File: config.mk
export PLATFORM = sky130hd
export DESIGN_NAME = gray_udl_param
export DESIGN_NICKNAME = d
export VERILOG_FILES = /design/src/rtl/gray_pkg.sv /design/src/rtl/gray_conv.sv /design/src/rtl/gray_udl_param.sv
export SDC_FILE = /design/constraint.sdc
export NUM_CORES = 1
export LEC_CHECK = 0
export ABC_AREA = 0
export ABC_CLOCK_PERIOD_IN_PS = 3000
export CELL_PAD_IN_SITES_DETAIL_PLACEMENT = 1
export CELL_PAD_IN_SITES_GLOBAL_PLACEMENT = 1
export CORE_MARGIN = 10
export CORE_UTILIZATION = 28
export DETAILED_ROUTE_END_ITERATION = 8
export GPL_TIMING_DRIVEN = 0
export PLACE_DENSITY_LB_ADDON = 0.1
export SETUP_SLACK_MARGIN = 0.02
export SYNTH_ARGS = -nofsm -noshare
export SYNTH_HDL_FRONTEND = slang
export SYNTH_HIERARCHICAL = 1
export SYNTH_SLANG_ARGS = --single-unit
File: constraint.sdc
create_clock -name clk -period 3 [get_ports clk]
set_input_delay 0.6 -clock clk [delete_from_list [all_inputs] [get_ports clk]]
set_output_delay 0.6 -clock clk [all_outputs]
set_load 0.1 [all_outputs]
File: src/rtl/gray_pkg.sv
// Shared Gray-code helpers and the boundary-mode enum for the Gray up/down/load counter.
// The functions work on a wide word; callers zero-extend in and truncate out.
package gray_pkg;

  localparam int GW_MAX = 64;

  typedef logic [GW_MAX-1:0] gword_t;

  typedef enum logic {WRAP = 1'b0, SAT = 1'b1} mode_e;

  function automatic gword_t bin2gray(input gword_t b);
    return b ^ (b >> 1);
  endfunction

  // Prefix XOR from the MSB down; zero upper bits leave the result unchanged.
  function automatic gword_t gray2bin(input gword_t g);
    gword_t b;
    b[GW_MAX-1] = g[GW_MAX-1];
    for (int i = GW_MAX - 2; i >= 0; i--) begin
      b[i] = b[i+1] ^ g[i];
    end
    return b;
  endfunction

endpackage

File: src/rtl/gray_conv.sv
// Combinational Gray->binary decode with terminal-value flags.
module gray_conv
  import gray_pkg::*;
#(
  parameter int WIDTH = 4
) (
  input  logic [WIDTH-1:0] gray_i,
  output logic [WIDTH-1:0] bin_o,
  output logic             at_max_o,
  output logic             at_min_o
);

  assign bin_o    = WIDTH'(gray2bin(gword_t'(gray_i)));
  assign at_max_o = &bin_o;
  assign at_min_o = ~|bin_o;

endmodule

File: src/rtl/gray_udl_param.sv
// Parametrised Gray up/down/load counter with wrap or saturate boundaries,
// binary decode, terminal flags and a registered one-cycle boundary pulse.
module gray_udl_param
  import gray_pkg::*;
#(
  parameter int               WIDTH      = 4,
  parameter int               SATURATE   = 0,
  parameter logic [WIDTH-1:0] RESET_GRAY = '0
) (
  input  logic             clk,
  input  logic             reset,
  input  logic             en,
  input  logic             up,
  input  logic             load_en,
  input  logic [WIDTH-1:0] load_value,
  output logic [WIDTH-1:0] count,
  output logic [WIDTH-1:0] count_bin,
  output logic             at_max,
  output logic             at_min,
  output logic             boundary
);

  localparam mode_e MODE = (SATURATE != 0) ? SAT : WRAP;
  localparam logic [WIDTH-1:0] ONE = {{(WIDTH-1){1'b0}}, 1'b1};

  logic [WIDTH-1:0] count_q, count_d;
  logic             boundary_q, boundary_d;
  logic [WIDTH-1:0] bin_nxt;
  logic             blocked;

  // One decoder serves both the count_bin output and the step arithmetic.
  gray_conv #(.WIDTH(WIDTH)) u_conv (
    .gray_i   (count_q),
    .bin_o    (count_bin),
    .at_max_o (at_max),
    .at_min_o (at_min)
  );

  assign bin_nxt = up ? (count_bin + ONE) : (count_bin - ONE);
  assign blocked = up ? at_max : at_min;

  always_comb begin
    count_d    = count_q;
    boundary_d = 1'b0;
    if (load_en) begin
      count_d = load_value;
    end else if (en) begin
      boundary_d = blocked;
      // Binary add/sub wraps naturally; saturate mode just suppresses the update.
      if (!(blocked && MODE == SAT)) begin
        count_d = WIDTH'(bin2gray(gword_t'(bin_nxt)));
      end
    end
  end

  always_ff @(posedge clk or posedge reset) begin
    if (reset) begin
      count_q    <= RESET_GRAY;
      boundary_q <= 1'b0;
    end else begin
      count_q    <= count_d;
      boundary_q <= boundary_d;
    end
  end

  assign count    = count_q;
  assign boundary = boundary_q;

  a_single_bit_step: assert property (
    @(posedge clk) disable iff (reset)
    (en && !load_en && !(blocked && MODE == SAT)) |=> $onehot(count ^ $past(count))
  );

endmodule
* Word level (Yosys, flattened, before mapping) *
Index checks and enable logic that the tools add are counted.

operators by class
  $add $sub $neg = 2
  bitwise logic cells = 4
  reductions and logical operators = 4
  muxes and demuxes = 6

operators with widths
  cell                 number
  $mux 4               3
  $add 4x1->4 const B  1
  $reduce_and 4->1     1
  $reduce_or 4->1      1
  $sub 4x1->4 const B  1
  $xor 4x3->4          1
  $mux 1               3
  $xor 1x1->1          3
  $reduce_bool 2->1    1
  $logic_not 1->1      1

storage, ports and cells
  flip-flop bits (word level) = 5
  input port bits = 9

* Longest topological paths before layout *
Gate-level depths: netlist of the first run.

  depth in word-level cells = 8
  depth in mapped cells = 9
  depth with buffers taken out = 9

* Hierarchy *
The synthesis of the first run kept the hierarchy.

modules (own cells, without submodules)
  module          seq. area each (µm²)  times used  cells an instance  area each (µm²)
  gray_udl_param  125.1                 1           40                 380.4
  gray_conv       0.0                   1           9                  71.3

* Least setup slack after synthesis of the first run *
Ideal clock, no wire load.

  path kind = register to output
  start = register count_q[3], in the netlist count[3]
  end = output port at_min
  buffers on the path = 0
  setup slack = -3.080 ns
  data arrival time = 5.480 ns
  data required time = 2.400 ns
  cell stages (with the launch flop) = 5
  cell sequence = dfrtp_1 > xnor2_1 > ha_1 > xor2_1 > nor3b_1

between the ends
  longest elaborated chain between the ends = 5

RTL lines
  what                       line                  text
  start, declared            gray_udl_param.sv:26  logic [WIDTH-1:0] count_q, count_d;
  start signal, assigned     gray_udl_param.sv:61  count_q <= count_d;
  $xor 1x1->1 (2 in series)  gray_pkg.sv:20        b[i] = b[i+1] ^ g[i];
  net count_bin[1]           gray_udl_param.sv:17  output logic [WIDTH-1:0] count_bin,
  $xor 1x1->1                gray_pkg.sv:20
  net count_bin[0]           gray_udl_param.sv:17
  $reduce_or 4->1            gray_conv.sv:15       assign at_min_o = ~|bin_o;
  $logic_not 1->1            gray_conv.sv:15
  end, declared              gray_udl_param.sv:19  output logic at_min,

The timed path passes the listed nets, and every way through them passes these cells.

* Worst setup path in the final report of the first run *
  start = register count_q[3], in the netlist count[3]
  end = output port at_min

between the ends
  longest elaborated chain between the ends = 5

RTL lines
  what                       line
  $xor 1x1->1 (3 in series)  gray_pkg.sv:20
  $reduce_or 4->1 (*)        gray_conv.sv:15
  $logic_not 1->1 (*)        gray_conv.sv:15

Every way passes the cells marked *; elsewhere a longest branch is shown, timed or not.

==> results of run 1 <==
-- final cells by class --
type	count	area, um2
inverter	7	26.3
timing repair buffer	18	176
multi-input combinational	35	362
sequential	5	136
tap	16	20.0
clock buffer	4	26.3
fill	171	766
buffer	2	11.3
-- worst max-delay path by stage --
stage / from / to / slack, ns / depth (start not counted)
floorplan: count[3]$_DFFE_PP0P_ / count[2]$_DFFE_PP0P_ / -0.36 / 8
global placement: count[3]$_DFFE_PP0P_ / at_max / -0.27 / 5
detailed placement: count[3]$_DFFE_PP0P_ / at_max / -0.26 / 5
CTS: count[3]$_DFFE_PP0P_ / at_max / 0.05 / 5
global route: count[3]$_DFFE_PP0P_ / at_min / 0.09 / 5
finish: count[3]$_DFFE_PP0P_ / at_min / 0.19 / 5
-- sequential cells by signal, indices dropped and copies added (netlist names) --
register  count
count         4
boundary      1
-- per-layer routing --
layer	global-route usage, %	vias to the layer above	wire length, um
li1	-	209	-
met1	9.30	200	495
met2	11.8	15	579
met3	4.45	0	131
met4	1.92	0	0
met5	0	-	0
-- per-stage QoR --
stage	hold WS, ns	worst slack (ns)	TNS [ns]	instance area (um2)	cells
CTS	0.561	0.0526	0	764	87
floorplan	0.379	-0.359	-1.38	536	49
finish	0.562	0.190	0	758	87
global route	0.566	0.0940	0	758	87
global placement	0.654	-0.268	-0.521	736	83
detailed placement	0.648	-0.261	-0.490	736	83
-- worst reg2reg max path: cells and delay by family, from the launching register on --
kind	cells	cell delay, ns
xor gates and xnor gates	4	0.87
adders and majority gates	2	0.71
DFF	1	0.53
AOI/OAI and AO/OA	1	0.29
buffers and inverters	1	0.07
-- cell usage after synthesis (all sizes together) --
master | instances | share of area (%)
inv | 7 | 5.8
nor2b | 1 | 1.4
clkbuf | 1 | 0.83
nor3b | 2 | 3.3
or3 | 1 | 1.4
fa | 1 | 4.4
dfrtp | 5 | 28
nor2 | 3 | 3.0
mux2i | 2 | 4.4
and3 | 2 | 3.9
o21ai | 3 | 3.3
nor3 | 1 | 1.1
a21o | 1 | 1.7
nand2 | 2 | 1.7
a21oi | 3 | 3.3
buf | 1 | 1.7
a221o | 1 | 2.2
xor2 | 1 | 1.9
xnor3 | 1 | 5.0
ha | 4 | 11
nand3 | 1 | 1.1
xnor2 | 5 | 9.7
-- timing repair --
| action | CTS | global route |
|---|---|---|
| endpoints found under the setup margin | 4 | 1 |
| endpoints found under the hold margin | 0 | 0 |
| resized for setup | 10 | 2 |
-- cells by family (layout without fill, tap and decap cells) --
family	after synthesis	count (layout)
adders and majority gates	5	5
AOI/OAI and AO/OA	8	8
muxes	2	2
DFF	5	5
and+or+nand+nor	13	13
buffers and inverters	9	31
xor gates and xnor gates	7	7
==> metrics.md, run 1 <==
| Metric | Value |
|---|---|
| Initial Util | `29.6%` |
| Total gr overflow | `0` |
| Adder-Cell Fraction of Synth Area | `15.5%` |
| Required time worst endpoint | `2.40 ns` |
| Post-synthesis xor/xnor area fraction | `16.6%` |
| Wire per inst | `13.9 um` |
| First-pass GRT wire length | `2.17 mm` |
| Chip height | `between 60 and 70 um` |
| CTS root buf | `clkbuf_4` |
| Final #Nets | `86` |
| Port Buf Inserts | `18` |
| Placement Rows | `14` |
| # DRC | `0` |
| Post-synthesis mux area share | `4.43%` |
| Hold Vio Cnt, Final | `0` |
| CP max FO | `6` |
| Clock Latency Late Sink | `0.24 ns` |
| Setup violators final | `0` |
| CTS buffer count | `3` |
| Remaining antenna violation count | `0` |
| Max H-tree Level | `1` |
| Max-Cap Viols | `0` |
| Cell family with most CP delay | `buffers and inverters` |
| Largest net degree at the start of global routing | `11` |
| Startpoint Class | `flip-flop` |
| Detailed-route wire length | `1.21 mm` |
| Final min period | `around 2.8 ns` |
| CP Class | `flip-flop to primary output` |
| Vias per cell | `4.87` |
| CTS Sinks | `5` |
| R2r endpoint | `count[2]$_DFFE_PP0P_` |
| Largest family of logic cells by synthesized area | `simple AND/OR/NAND/NOR gates` |
| Initial antenna violation count | `0` |
| FMAX | `0.356 GHz` |
| Yosys reg bits | `5` |
| DRT Pass-1 Iters | `3` |
| Syn nets | `63` |
| Worst-path clk slew | `0.04 ns` |
| Core area | `0.00152 mm2` |
| FF-to-FF Start | `count[3]$_DFFE_PP0P_` |
| Post-route clock skew | `0.00339 ns` |
| Min-Delay Path Class | `input pin to async pin` |
| Flop2flop setup slack | `a little over 0.4 ns` |
| Ant diodes | `0` |
| Synth Area in Simple Gates | `16.9%` |
| Unique masters post-synth | `24` |
| Initial DRC Count | `2` |
| Vias | `424` |
| Status | `complete, no violations` |
| Synth warn | `6` |
| Cts hold-fix bufs | `0` |
| CTS Buffer Depth | `2` |
| Hpwl dp | `1.04 mm` |
| Slew Viols, Final | `0` |
| Commonest cells after routing, fill and taps aside | `14 x clkdlybuf4s50_1, 6 x inv_1` |
| Chip Width | `60.2 um` |
| I/O Pins | `20` |
| Max_slew headroom | `34.7%` |
| Endpoint type of the worst setup path | `primary output` |
| Layout cells sized above 1 | `28.2%` |
| RSZ-0062 raised after global routing | `no` |
| Compound-gate portion of the synthesized area | `10.5%` |
| Final Cycle Share | `93.7%` |
| Syn Area/Cell | `9.22 um2` |
| Buf+Inv Stages, Crit Path | `1` |
| Setup bufs post-CTS | `0` |
| Vias in the first global route | `around 450` |
| Slowest CP cell | `clkdlybuf4s15_2` |
| Critical path arrival | `2.21 ns` |
| Reg2Reg Depth | `8` |
| Sequential area share after synthesis | `between 20% and 30%` |
| Finished Core Util | `49.8%` |
| Total track usage | `7.82%` |
| Die Area | `0.00362 mm2` |
| Actual slew at the worst max-slew pin | `0.976 ns` |
| Area delta synth->final | `67.9%` |
| Most common cell after layout, fill and taps aside | `clkdlybuf4s50_1` |
| GP Congestion | `0.687` |
| Slowest stage delay, CP | `0.58 ns` |
| Post-Syn Area | `452 um2` |
| TritonCTS clock tree | `yes` |
| Synthesized instance count | `49` |
| CP Cell Sequence | `xnor2_4 > ha_4 > xor2_4 > nor3b_4 > clkdlybuf4s15_2` |
Power of run 1 is not shown: default switching activity piles up to over one toggle a cycle in this logic, so the estimate is an artifact.
==> inputs of run 2 (changes only) <==
- ABC_AREA: 0 -> 1
- CORE_UTILIZATION: 28 -> 26
- SYNTH_HIERARCHICAL: 1 -> not set
==> metrics.md, run 2 <==
| Metric | Value |
|---|---|
| Metal3 WL | `73 um (-44%)` |
| Placement Rows | `15 (+1)` |
| Filler cells | `216 (+26%)` |
| EDFF count, synth | `0 (unchanged)` |
| Vias | `545 (+29%)` |
| Startpoint Class | `flip-flop` |
| Flop2flop setup slack | `0.71 ns (+0.30 ns)` |
| Buf+Inv Stages, Crit Path | `3 (+2)` |
| Max_slew headroom | `35.1% (+0.41 points)` |
| Final Cycle Share | `94.1% (+0.43 points)` |
| Cts hold-fix bufs | `0 (unchanged)` |
| FFs w/ async S/R, synth | `100% (unchanged)` |
| Max-Cap Viols | `0 (unchanged)` |
| Initial Util | `27.1% (-2.5 points)` |
| Commonest cells after routing, fill and taps aside | `23 x nand2_1, 15 x clkdlybuf4s50_1, 10 x nand3_1` |
| Min-Delay Endpoint | `count[1]$_DFFE_PP0P_` |
| RSZ-0062 raised after global routing | `no` |
| Sequential cell area | `133 um2 (-2.8%)` |
| Reg2Reg Depth | `13 (+5)` |
| Wire per inst | `12.7 um (-8.3%)` |
| Hpwl dp | `1.32 mm (+27%)` |
| Min-Delay Path Class | `flip-flop to flip-flop` |
| Initial DRC Count | `10 (+8)` |
| Max H-tree Level | `1 (unchanged)` |
| Worst path most repeated cell | `clkinvlp_4` |
| Hold Path Origin | `count[1]$_DFFE_PP0P_` |
| Clock Latency Late Sink | `0.24 ns (about the same)` |
| I/O Pins | `20 (unchanged)` |
| Setup violators final | `0 (unchanged)` |
| TritonCTS clock tree | `yes` |
| R2r endpoint | `count[2]$_DFFE_PP0P_` |
| Unique masters post-synth | `17 (-29%)` |
| Ant diodes | `0 (unchanged)` |
| Leading cell type by number of instances after synthesis | `nand2_1` |
| Detailed-route wire length | `1.51 mm (+25%)` |
| Cell family with most CP delay | `buffers and inverters` |
| Area delta synth->final | `68.4%` |
| Top sig layer | `met4` |
| Slew Viols, Final | `0 (unchanged)` |
| DRT Pass-1 Iters | `4 (+1)` |
| First-pass GRT wire length | `2.70 mm (+24%)` |
| CTS Buffer Depth | `2 (unchanged)` |
| Slowest CP cell | `clkdlybuf4s15_2` |
| # DRC | `0 (unchanged)` |
| Required time worst endpoint | `2.40 ns (about the same)` |
| CTS root buf | `clkbuf_4` |
| Worst-path clk slew | `0.04 ns (about the same)` |
| WL met2 | `791 um (+37%)` |
| Critical path arrival | `2.22 ns (about the same)` |
| Post-Syn Area | `463 um2 (+2.5%)` |
| Hold path depth | `2` |
| Syn nets | `84 (+33%)` |
| Post-synth top cells | `23 x nand2_1, 10 x nand3_1, 9 x inv_1` |
| Core area | `0.00171 mm2 (+12%)` |
| Port Buf Inserts | `19 (+1)` |
| Final min period | `2.82 ns (+0.0130 ns)` |
| Final #Nets | `108 (+26%)` |
| FF-to-FF Start | `count[2]$_DFFE_PP0P_` |
| Worst slack at placement | `-0.357 ns (-0.0962 ns)` |
| Most common cell after layout, fill and taps aside | `nand2_1` |
| Sequential area share after synthesis | `27.0% (-0.67 points)` |
| Remaining antenna violation count | `0 (unchanged)` |
| Actual slew at the worst max-slew pin | `0.970 ns (-0.00611 ns)` |
| Endpoint type of the worst setup path | `primary output` |
| Die Area | `0.00387 mm2 (+6.9%)` |
| Vias in the first global route | `593 (+33%)` |
| Chip Width | `62.2 um (+3.4%)` |
| Yosys reg bits | `5 (unchanged)` |
| Post-route clock skew | `0.00264 ns (-0.000750 ns)` |
| Wl on met1 | `625 um (+26%)` |
| Footprint of the multi-input gates | `342 um2 (-5.5%)` |
| Syn Area/Cell | `6.52 um2 (-29%)` |
| Largest net degree at the start of global routing | `8 (-3)` |
| Vias per cell | `4.58 (-6.0%)` |
| CTS Sinks | `5 (unchanged)` |
| Total track usage | `8.37% (+0.55 points)` |
| CP startpoint | `count[2]$_DFFE_PP0P_` |
| FMAX | `0.354 GHz (-0.46%)` |
| Synth top area cells | `dfrtp_1 27%, nand2_1 19%, ha_1 11%` |
| Hold Vio Cnt, Final | `0 (unchanged)` |
| Synth warn | `0 (-6)` |
| Max reg flops | `4 (unchanged)` |
| Slowest stage delay, CP | `0.55 ns (-0.03 ns)` |
| Layout cells sized above 1 | `24.5% (-3.7 points)` |
| Top_reg_cell synth | `dfrtp_1` |
| GP Congestion | `0.760 (+11%)` |
| CP Class | `flip-flop to primary output` |
| CP Cell Sequence | `xnor2_4 > clkinvlp_4 > ha_4 > clkinvlp_4 > nand2_4 > nand2_8 > clkdlybuf4s15_2` |
| Final setup margin | `0.177 ns (-0.0130 ns)` |
| Yosys top cell area share | `27.0% (-0.67 points)` |
| Status | `complete, no violations` |
| CTS buffer count | `3 (unchanged)` |
| Chip height | `62.2 um (+3.4%)` |
| Synthesized instance count | `71 (+45%)` |
| Yosys top cell by area | `dfrtp_1` |
| Initial antenna violation count | `0 (unchanged)` |
| Total gr overflow | `0 (unchanged)` |
| CP max FO | `4 (-2)` |
run 2: cell count changes after synthesis, sizes merged, moves of 2 or more:
cell | previous run | this run
nand3 | 1 | 11
a22oi | 0 | 2
xnor2 | 5 | 1
nor2 | 3 | 5
nand2 | 2 | 26
inv | 7 | 12
a21oi | 3 | 1
mux2i | 2 | 0
o21ai | 3 | 1
nor3b | 2 | 0
run 2: worst max-delay path by stage:
stage / depth (start not counted) / to / slack, ns
2_1_floorplan: 7 / at_min / -0.87
3_3_place_gp: 8 / at_min / -0.36
3_5_place_dp: 8 / at_max / -0.36
4_1_cts: 8 / at_max / 0.08
5_1_grt: 8 / at_max / 0.06
6_report: 7 / count_bin[0] / 0.18
run 2: logic make-up after synthesis:
logic type / share of synthesized area, %
fa+ha+maj: 10.8
flops: 27.0
simple gates: 41.6
xor+xnor: 1.89
buf+inv: 11.4
compound gates: 7.29
run 2: layout make-up:
| type | instances | area share (%) |
|---|---|---|
| well taps | 25 | 4.01 |
| inverters | 12 | 6.74 |
| plain buffers | 1 | 0.963 |
| multi-input cells | 53 | 43.8 |
| flip-flops and latches | 5 | 17.0 |
| repair buffers | 19 | 24.1 |
| clock buffers | 4 | 3.37 |
run 2: routing by layer:
metal,global-route usage [%],vias up
met1,8.81,255
li1,-,276
met2,14.7,12
met3,2.87,2
met5,0,-
met4,3.43,0
run 2: per-stage QoR:
stage | utilization (%) | TNS, ns | instances | area [um2] | hold WS, ns
floorplan | - | -3.41 | 71 | 534 | 0.379
detailed placement | 44.2 | -0.900 | 115 | 756 | 0.530
global route | 45.6 | 0 | 119 | 779 | 0.571
finish | 45.6 | 0 | 119 | 779 | 0.542
global placement | 44.2 | -0.894 | 115 | 756 | 0.530
CTS | 45.3 | 0 | 119 | 774 | 0.540
run 2: worst min-delay path, stage by stage, from the launching register on:
cell and delay, ns:
dfrtp_1 0.37, nand2_1 0.07, nand3_1 0.07
run 2: repair_timing:
| item | in CTS | in global routing |
|---|---|---|
| gates cloned | 0 | 0 |
| hold endpoints to repair | 0 | 0 |
| resized for setup | 16 | 2 |
| buffers inserted | 0 | 0 |
| pin swaps | 0 | 0 |
| setup endpoints to repair | 4 | 2 |
Power of run 2 is left out for the same reason.
==> inputs of run 3 (changes only) <==
- MAX_ROUTING_LAYER: not set -> met4
- PLACE_DENSITY: not set -> 0.85
- PLACE_DENSITY_LB_ADDON: 0.1 -> not set
==> metrics.md, run 3 (same netlist as run 2, synthesis figures left out) <==
| Metric | Value |
|---|---|
| Status | `complete, no violations` |
| Vias in the first global route | `540 (-8.9%)` |
| Worst-path clk slew | `0.05 ns (about the same)` |
| Ant diodes | `0 (unchanged)` |
| Finished Core Util | `45.3% (-0.37 points)` |
| Max H-tree Level | `1 (unchanged)` |
| Detailed-route wire length | `1.47 mm (-2.9%)` |
| Initial Util | `27.1% (unchanged)` |
| CTS Sinks | `5 (unchanged)` |
| Most common cell after layout, fill and taps aside | `nand2_1` |
| Min-Delay Path Class | `input pin to async pin` |
| Slew Viols, Final | `0 (unchanged)` |
| Port Buf Inserts | `19 (unchanged)` |
| Vias per cell | `4.42 (-3.5%)` |
| TritonCTS clock tree | `yes` |
| Commonest cells after routing, fill and taps aside | `23 x nand2_1, 15 x clkdlybuf4s50_1, 10 x nand3_1` |
| Max reg flops | `4 (unchanged)` |
| Setup TNS | `0 ns (unchanged)` |
| # DRC | `0 (unchanged)` |
| Post-route clock skew | `0.00778 ns (+0.00514 ns)` |
| Final min period | `2.83 ns (+0.00630 ns)` |
| Die Area | `0.00387 mm2 (unchanged)` |
| FMAX | `0.353 GHz (-0.22%)` |
| Worst slack at placement | `-0.340 ns (+0.0170 ns)` |
| Chip height | `62.2 um (unchanged)` |
| CP Class | `flip-flop to primary output` |
| Layout cells sized above 1 | `24.5% (unchanged)` |
| Setup bufs post-CTS | `0 (unchanged)` |
| CTS buffer count | `3 (unchanged)` |
| GP Congestion | `0.743 (-2.3%)` |
| CTS root buf | `clkbuf_4` |
| Setup violators final | `0 (unchanged)` |
| Required time worst endpoint | `2.40 ns (about the same)` |
| DRT Pass-1 Iters | `5 (+1)` |
| Actual slew at the worst max-slew pin | `0.979 ns (+0.00923 ns)` |
| Startpoint Class | `flip-flop` |
| CTS Buffer Depth | `2 (unchanged)` |
| Max-Cap Viols | `0 (unchanged)` |
| Chip Width | `62.2 um (unchanged)` |
| Hpwl dp | `1.30 mm (-1.9%)` |
| Wire per inst | `12.3 um (-2.9%)` |
| Initial DRC Count | `11 (+1)` |
| Worst Hold Slack | `0.548 ns (+0.00556 ns)` |
| Final Cycle Share | `94.3% (+0.21 points)` |
| Final #Nets | `108 (unchanged)` |
| Critical path arrival | `2.23 ns (about the same)` |
| Core area | `0.00171 mm2 (unchanged)` |
| Cts hold-fix bufs | `0 (unchanged)` |
| I/O Pins | `20 (unchanged)` |
| RSZ-0062 raised after global routing | `no` |
| First-pass GRT wire length | `2.49 mm (-7.7%)` |
| Total gr overflow | `0 (unchanged)` |
| Max_slew headroom | `34.5% (-0.62 points)` |
| Total track usage | `7.95% (-0.42 points)` |
| Remaining antenna violation count | `0 (unchanged)` |
| Endpoint type of the worst setup path | `primary output` |
| Final setup margin | `0.171 ns (-0.00630 ns)` |
| Initial antenna violation count | `0 (unchanged)` |
| Largest net degree at the start of global routing | `8 (unchanged)` |
| Area delta synth->final | `67.0%` |
| Hold Vio Cnt, Final | `0 (unchanged)` |
| CP max FO | `4 (unchanged)` |
| Placement Rows | `15 (unchanged)` |
| Clock Latency Late Sink | `0.25 ns (about the same)` |
| Vias | `526 (-3.5%)` |
## run 3: cell types whose count changed in the layout (fill, tap and decap cells not counted), sizes merged
cell,before,now
clkdlybuf4s15,2,1
clkbuf,6,7
## run 3: stage by stage
step | instances | area (um2)
after floorplan | 71 | 534
after global placement | 115 | 756
after detailed placement | 115 | 756
after CTS | 119 | 773
after global routing | 119 | 773
final | 119 | 773
## run 3: final timing paths
kind,startpoint,end,slack (ns),cells past startpoint
min,reset,count[2]$_DFFE_PP0P_,0.55,2
max reg2reg,count[2]$_DFFE_PP0P_,count[2]$_DFFE_PP0P_,0.67,13
max in group asynchronous,reset,count[3]$_DFFE_PP0P_,2.25,2
min reg2reg,count[1]$_DFFE_PP0P_,count[1]$_DFFE_PP0P_,0.55,2
min in group clk,count[1]$_DFFE_PP0P_,count[1]$_DFFE_PP0P_,0.55,2
max,count[2]$_DFFE_PP0P_,count_bin[0],0.17,7
## run 3: layout make-up
class,count,area [um2]
Inverter,12,52.6
Fill cell,212,935
Buffer,1,7.51
Clock buffer,4,26.3
Tap cell,25,31.3
Timing Repair Buffer,19,181
Multi-Input combinational cell,53,342
Sequential cell,5,133
## run 3: timing repair
item                                    CTS  global route
cloned                                    0             0
endpoints found under the setup margin    4             3
resized for setup                        15             3
## run 3: critical path, cell delays in order (launching register included)
cell and delay (ns):
dfrtp_4 0.51, xnor2_4 0.22, clkinvlp_4 0.16, ha_4 0.27, clkinvlp_4 0.10, nand2_4 0.08, nand2_8 0.08, clkdlybuf4s15_2 0.55
## run 3: per-layer routing
metal	track usage (%)	routed length [um]	vias to the layer above
li1	-	-	275
met1	8.69	669	241
met2	12.9	739	10
met3	3.05	58	0
met4	2.57	0	0
met5	-	0	-
Power of run 3 is left out for the same reason.
